**config.mk**
```make
export PLATFORM = sky130hd
export DESIGN_NAME = sram_line_master
export DESIGN_NICKNAME = d
export VERILOG_FILES = /design/src/rtl/sram_master_pkg.sv /design/src/rtl/sram_beat_addr_gen.sv /design/src/rtl/sram_line_master.sv
export SDC_FILE = /design/constraint.sdc
export NUM_CORES = 1
export LEC_CHECK = 0
export CORE_MARGIN = 2
export CORE_UTILIZATION = 29
export CTS_BUF_LIST = sky130_fd_sc_hd__clkbuf_8
export CTS_CLUSTER_DIAMETER = 30
export DETAILED_ROUTE_END_ITERATION = 7
export PLACE_DENSITY = 0.58
export SLEW_MARGIN = 20
export SYNTH_ARGS = -nofsm -noshare
export SYNTH_HDL_FRONTEND = slang
export SYNTH_HIERARCHICAL = 1
export SYNTH_SLANG_ARGS = --single-unit
export TNS_END_PERCENT = 5
```
**constraint.sdc**
```tcl
create_clock -name clock -period 2.25 [get_ports clock]
set_input_delay 0.45 -clock clock [delete_from_list [all_inputs] [get_ports clock]]
set_output_delay 0.45 -clock clock [all_outputs]
set_load 0.05 [all_outputs]
```
**src/rtl/sram_master_pkg.sv**
```systemverilog
// Shared types and helpers for the SRAM line master.
package sram_master_pkg;

  localparam int unsigned WORD_W = 32;
  localparam int unsigned STRB_W = 4;

  typedef enum logic [1:0] {StIdle, StRead, StWrite, StResp} state_e;

  // Clears the in-line byte offset; callers narrow the result to their address width.
  function automatic logic [63:0] line_base(input logic [63:0] addr,
                                            input int unsigned line_words);
    logic [63:0] mask;
    mask = 64'(line_words) * 64'd4 - 64'd1;
    return addr & ~mask;
  endfunction

endpackage

```
**src/rtl/sram_beat_addr_gen.sv**
```systemverilog
// Beat counter and read address generator for line fetches.
// Optional CRITICAL_WORD_FIRST_EN starts the beat sequence at the requested word.
module sram_beat_addr_gen
  import sram_master_pkg::*;
#(
  parameter int unsigned LINE_WORDS = 4,
  parameter int unsigned ADDR_W     = 32,
  localparam int unsigned IDX_W     = $clog2(LINE_WORDS)
) (
  input  logic              clock,
  input  logic              reset,
  input  logic              start,
  input  logic [IDX_W-1:0]  start_idx,
  input  logic              advance,
  input  logic [ADDR_W-1:0] base,
  output logic [IDX_W-1:0]  idx,
  output logic              last,
  output logic [ADDR_W-1:0] addr
);

  logic [IDX_W-1:0] cnt_q;

  always_ff @(posedge clock) begin
    if (reset) begin
      cnt_q <= '0;
    end else if (start) begin
      cnt_q <= '0;
    end else if (advance) begin
      cnt_q <= cnt_q + IDX_W'(1);
    end
  end

`ifdef CRITICAL_WORD_FIRST_EN
  logic [IDX_W-1:0] first_q;

  always_ff @(posedge clock) begin
    if (reset) begin
      first_q <= '0;
    end else if (start) begin
      first_q <= start_idx;
    end
  end

  // Index arithmetic wraps naturally at the power-of-two line size.
  assign idx = cnt_q + first_q;
`else
  logic unused_start_idx;
  assign unused_start_idx = ^start_idx;
  assign idx = cnt_q;
`endif

  assign last = (cnt_q == IDX_W'(LINE_WORDS - 1));
  assign addr = base + ADDR_W'({idx, 2'b00});

endmodule

```
**src/rtl/sram_line_master.sv**
```systemverilog
// SRAM port initiator: whole-line reads one word per beat, single-word writes.
// CRITICAL_WORD_FIRST_EN (in sram_beat_addr_gen) selects critical-word-first read order.
module sram_line_master
  import sram_master_pkg::*;
#(
  parameter int unsigned LINE_WORDS = 4,
  parameter int unsigned ADDR_W     = 32
) (
  input  logic                         clock,
  input  logic                         reset,
  input  logic                         req_valid,
  output logic                         req_ready,
  input  logic                         req_wen,
  input  logic [ADDR_W-1:0]            req_addr,
  input  logic [STRB_W-1:0]            req_wstrb,
  input  logic [WORD_W-1:0]            req_wdata,
  output logic                         resp_valid,
  input  logic                         resp_ready,
  output logic                         resp_is_write,
  output logic [WORD_W*LINE_WORDS-1:0] resp_data,
  output logic [ADDR_W-1:0]            sram_raddr,
  output logic                         sram_ren,
  input  logic [WORD_W-1:0]            sram_rdata,
  output logic [ADDR_W-1:0]            sram_waddr,
  output logic                         sram_wen,
  output logic [STRB_W-1:0]            sram_wstrb,
  output logic [WORD_W-1:0]            sram_wdata
);

  localparam int unsigned IDX_W = $clog2(LINE_WORDS);
  localparam int unsigned OFF_W = IDX_W + 2;

  state_e                              state_q, state_d;
  logic [ADDR_W-1:0]                   base_q;
  logic [ADDR_W-1:0]                   waddr_q;
  logic [STRB_W-1:0]                   wstrb_q;
  logic [WORD_W-1:0]                   wdata_q;
  logic                                is_write_q;
  logic [LINE_WORDS-1:0][WORD_W-1:0]   line_q;

  logic              accept;
  logic [ADDR_W-1:0] req_base;
  logic [IDX_W-1:0]  beat_idx;
  logic              beat_last;
  logic [ADDR_W-1:0] beat_addr;

  assign accept   = req_valid & req_ready;
  assign req_base = ADDR_W'(line_base(64'(req_addr), LINE_WORDS));

  sram_beat_addr_gen #(
    .LINE_WORDS (LINE_WORDS),
    .ADDR_W     (ADDR_W)
  ) u_beat_gen (
    .clock     (clock),
    .reset     (reset),
    .start     (accept & ~req_wen),
    .start_idx (req_addr[OFF_W-1:2]),
    .advance   (state_q == StRead),
    .base      (base_q),
    .idx       (beat_idx),
    .last      (beat_last),
    .addr      (beat_addr)
  );

  always_comb begin
    state_d = state_q;
    unique case (state_q)
      StIdle:  if (accept) state_d = req_wen ? StWrite : StRead;
      StRead:  if (beat_last) state_d = StResp;
      StWrite: state_d = StResp;
      StResp:  if (resp_ready) state_d = StIdle;
    endcase
  end

  always_ff @(posedge clock) begin
    if (reset) begin
      state_q    <= StIdle;
      base_q     <= '0;
      waddr_q    <= '0;
      wstrb_q    <= '0;
      wdata_q    <= '0;
      is_write_q <= 1'b0;
      line_q     <= '0;
    end else begin
      state_q <= state_d;
      if (accept) begin
        is_write_q <= req_wen;
        if (req_wen) begin
          waddr_q <= {req_addr[ADDR_W-1:2], 2'b00};
          wstrb_q <= req_wstrb;
          wdata_q <= req_wdata;
        end else begin
          base_q <= req_base;
        end
      end
      if (state_q == StRead) begin
        line_q[beat_idx] <= sram_rdata;
      end
    end
  end

  assign req_ready     = (state_q == StIdle);
  assign resp_valid    = (state_q == StResp);
  assign resp_is_write = is_write_q;
  assign resp_data     = line_q;
  assign sram_ren      = (state_q == StRead);
  assign sram_wen      = (state_q == StWrite);
  // Idle SRAM outputs are held at zero rather than leaking latched values.
  assign sram_raddr    = sram_ren ? beat_addr : '0;
  assign sram_waddr    = sram_wen ? waddr_q : '0;
  assign sram_wstrb    = sram_wen ? wstrb_q : '0;
  assign sram_wdata    = sram_wen ? wdata_q : '0;

endmodule

```
==> results of run 1 <==
==> kinds of logic (layout without fill, tap and decap cells) <==
group | count (synthesis) | after routing | synth area share, %
xor gates and xnor gates | 29 | 29 | 2.70
and+or+nand+nor | 605 | 605 | 29.0
adders and majority gates | 9 | 9 | 1.28
other | 1 | 8 | 0.0399
buffers and inverters | 99 | 467 | 5.89
DFF | 227 | 227 | 48.3
AOI/OAI and AO/OA | 227 | 227 | 12.4
muxes | 3 | 3 | 0.346
==> where the power goes <==
group / total (mW) / internal (mW) / leakage [nW] / switching, mW
clock network: 5.92 / 3.79 / 0.684 / 2.13
registers: 4.55 / 4.34 / 1.84 / 0.213
logic: 3.42 / 1.31 / 3.51 / 2.11
total: 13.9 / 9.44 / 6.03 / 4.45
==> through the flow <==
step / instance area (um^2) / hold slack [ns] / setup TNS, ns / instances
6_report: 15600 / 0.241 / 0 / 1977
3_3_place_gp: 14000 / 0.438 / 0 / 1870
5_1_grt: 15600 / 0.213 / -0.329 / 1977
3_5_place_dp: 14000 / 0.442 / 0 / 1870
2_1_floorplan: 9430 / 0.432 / -4.18 / 1206
4_1_cts: 15500 / 0.197 / -0.00885 / 1976
==> area by class of cell <==
cell class / count / area (um^2) / area share, %
clock inverters: 37 / 462 / 2.96
well taps: 402 / 503 / 3.22
repair buffers: 355 / 4670 / 29.9
clock buffers: 67 / 922 / 5.91
diodes: 1 / 2.50 / 0.0160
multi-input cells: 880 / 4460 / 28.6
flip-flops and latches: 227 / 4550 / 29.2
inverters: 8 / 32.5 / 0.209
==> synth_stat cells (5+ instances only) <==
cell      number  area, um^2
nor2_1         6        22.5
nand3_1       13        65.1
nand2_1      445        1670
a21oi_1      219        1100
inv_1          8        30.0
nand2_2        7        43.8
ha_1           8         100
buf_6         14         158
and2_1        97         607
buf_2         22         110
buf_4         13        97.6
nand4_1        7        43.8
dfxtp_1      227        4540
xnor2_1       24         210
xor2_1         5        43.8
and3_1         7        43.8
clkbuf_1      39         146
a21oi_2        7        61.3
==> routing by layer <==
metal  routed length [um]  part of all wire [%]  track usage, %  vias up
met1                13000                    41            21.0     4198
met3                 2680                   8.4            6.30       56
met4                  848                   2.7            6.11        2
met2                15300                    48            31.4      304
met5                   11                 0.035               0        -
li1                     -                     -               -     4516
==> layout by cell type (no fill, tap or decap), types with 2 or more instances in the layout <==
cell               n
a21oi_1          219
a21oi_2            7
and2_1            59
and2_2             2
and2_4            38
and3_1             6
and3b_1            2
and4_1             3
buf_12           110
buf_4             13
bufinv_16          9
clkbuf_8          67
clkdlybuf4s50_1  202
clkinv_2          10
clkinv_4           4
clkinvlp_4        11
conb_1             7
dfxtp_1          224
dfxtp_2            2
dlygate4sd2_1     11
dlymetal6s2s_1    17
ha_1               6
ha_4               2
inv_1              8
mux2_2             2
nand2_1          445
nand2_2            7
nand2b_1           3
nand3_1           12
nand3b_1           3
nand4_1            7
nor2_1             6
nor3_1             2
nor4_4             2
xnor2_1           24
xor2_1             5
==> how the worst max path moves through the flow <==
stage | startpoint | end | slack (ns) | depth (start not counted)
floorplan | state_q[1] | sram_raddr[31] | -0.06 | 5
global placement | req_valid | state_q[1] | 0.27 | 4
detailed placement | req_valid | state_q[1] | 0.23 | 4
CTS | state_q[0] | sram_wdata[5] | -0.004 | 5
global route | state_q[0] | sram_waddr[20] | -0.02 | 5
finish | resp_data[102] | resp_data[102] | 0.06 | 1
==> registers in the layout (all words and copies together) (netlist names) <==
name            cells
state_q             2
wstrb_q             4
u_beat_gen/idx      2
waddr_q            30
resp_is_write       1
base_q             28
resp_data         128
wdata_q            32
==> repair_timing <==
item | CTS | global route
cloned | 1 | 0
setup buffers | 1 | 0
pin swaps | 2 | 0
endpoints found under the setup margin | 108 | 81
gates resized for setup | 38 | 44
==> reports/metrics.cfg, run 1 <==
[logic_synthesis]
synth_edf_count = 0
avgSynthCellArea_um2 = 7.84
ys_seq_area_share_pct = 48.3
synth_cell_types = 38
syn_inst = 1200
async_reset_ff_share_pct = 0
ys_ff_latch = 227
ys.warnings.count = 6
synth_flop_cell = dfxtp_1
syn_area_mm2 = 0.00941

[critical_path]
slowest_stage = clkdlybuf4s50_1
worst-path-buf-inv = 1
arrival_ns = 1.74
critPathKind = reg2out
timing.critical_path.to_type = output port
required_ns = 1.80
startpoint_type = flop
timing.rr.start = state_q[1]
max_stage_delay_ns = 0.84
path_max_fanout = 2
rrSetupSlack_ns = 0.48
worstReg2RegEnd = resp_data[120]
path_cells = clkdlybuf4s50_1
cp_top_family = buffers and inverters
worstRegToRegCells = 8

[clock_network]
cts_buffer_depth = 3
insertion_delay_ns = 0.57
ctsHoldBuffers = 0
cts_sinks = 227
clk_pin_slew_ns = 0.06
cts_buffers = 57
cts_root_buf = clkbuf_8
cts_tree = built
htree_levels = 2

[sta]
fin_ws_ns = 0.0591
grt_setup_unrepaired = yes
drv_slew = 0
worst_slew_pin_slew_ns = 0.674
min_period_ns = 2.19
finalHoldViolCount = 0
skew_ns = 0.0177
min_period_over_period_pct = 97.4
fmax_ghz = 0.456
slew-limit-headroom_pct = 54.7
setup_viol = 0

[worst_hold_path]
holdPathEnd = wdata_q[30]
holdCritStartpoint = reset
hold_path_depth = 2
hold_path.class = in2reg

[cells_and_area]
post-route-util_pct = 49.2
area_growth_pct = 65.8
drive_gt1_share_pct = 18.9
n_fill_cell = 3079
nNetsFinal = 1643

[route]
vias_per_cell = 4.59
drc = 0
drt_iter0_drc = 415
wl_per_cell_um = 16.1
drt_pass1_iterations = 6
drtAntennaViolNets = 0
drt_wl_total_mm = 31.8
vias = 9076

[floorplanning]
core_area_mm2 = 0.0317
start_util_pct = 29.7
die_x_um = 184
row_count = 65
dieArea_mm2 = 0.0339
die_h_um = 184
io_pins = 338

[job]
drv_cap = 0

[global_routing]
first_global_vias = 8830
antenna_found_initial = 2
grt_max_degree = 82
grt_util_all_layers_pct = 18.2
gr-total-overflow = 0
grt_pass1_wl_mm = 48.7

[placement]
gp_congestion = 0.762
port_buffers = 331
dp_slack_ns = 0.227
dp_hpwl_mm = 21.4

[pwr]
irDropWorstVdd_uv = 700
p_leak_nw = 6.03
powerDensity_mw_per_mm2 = 890
finalPower_mw = 13.9

[status]
status = complete, no violations

Power figures use the tool's default switching activity.
==> run 2, diff against run 1 <==
- SLEW_MARGIN: 20 -> 25
==> results of run 2 <==
Final layout, timing and power as in run 1 (identical DEF).
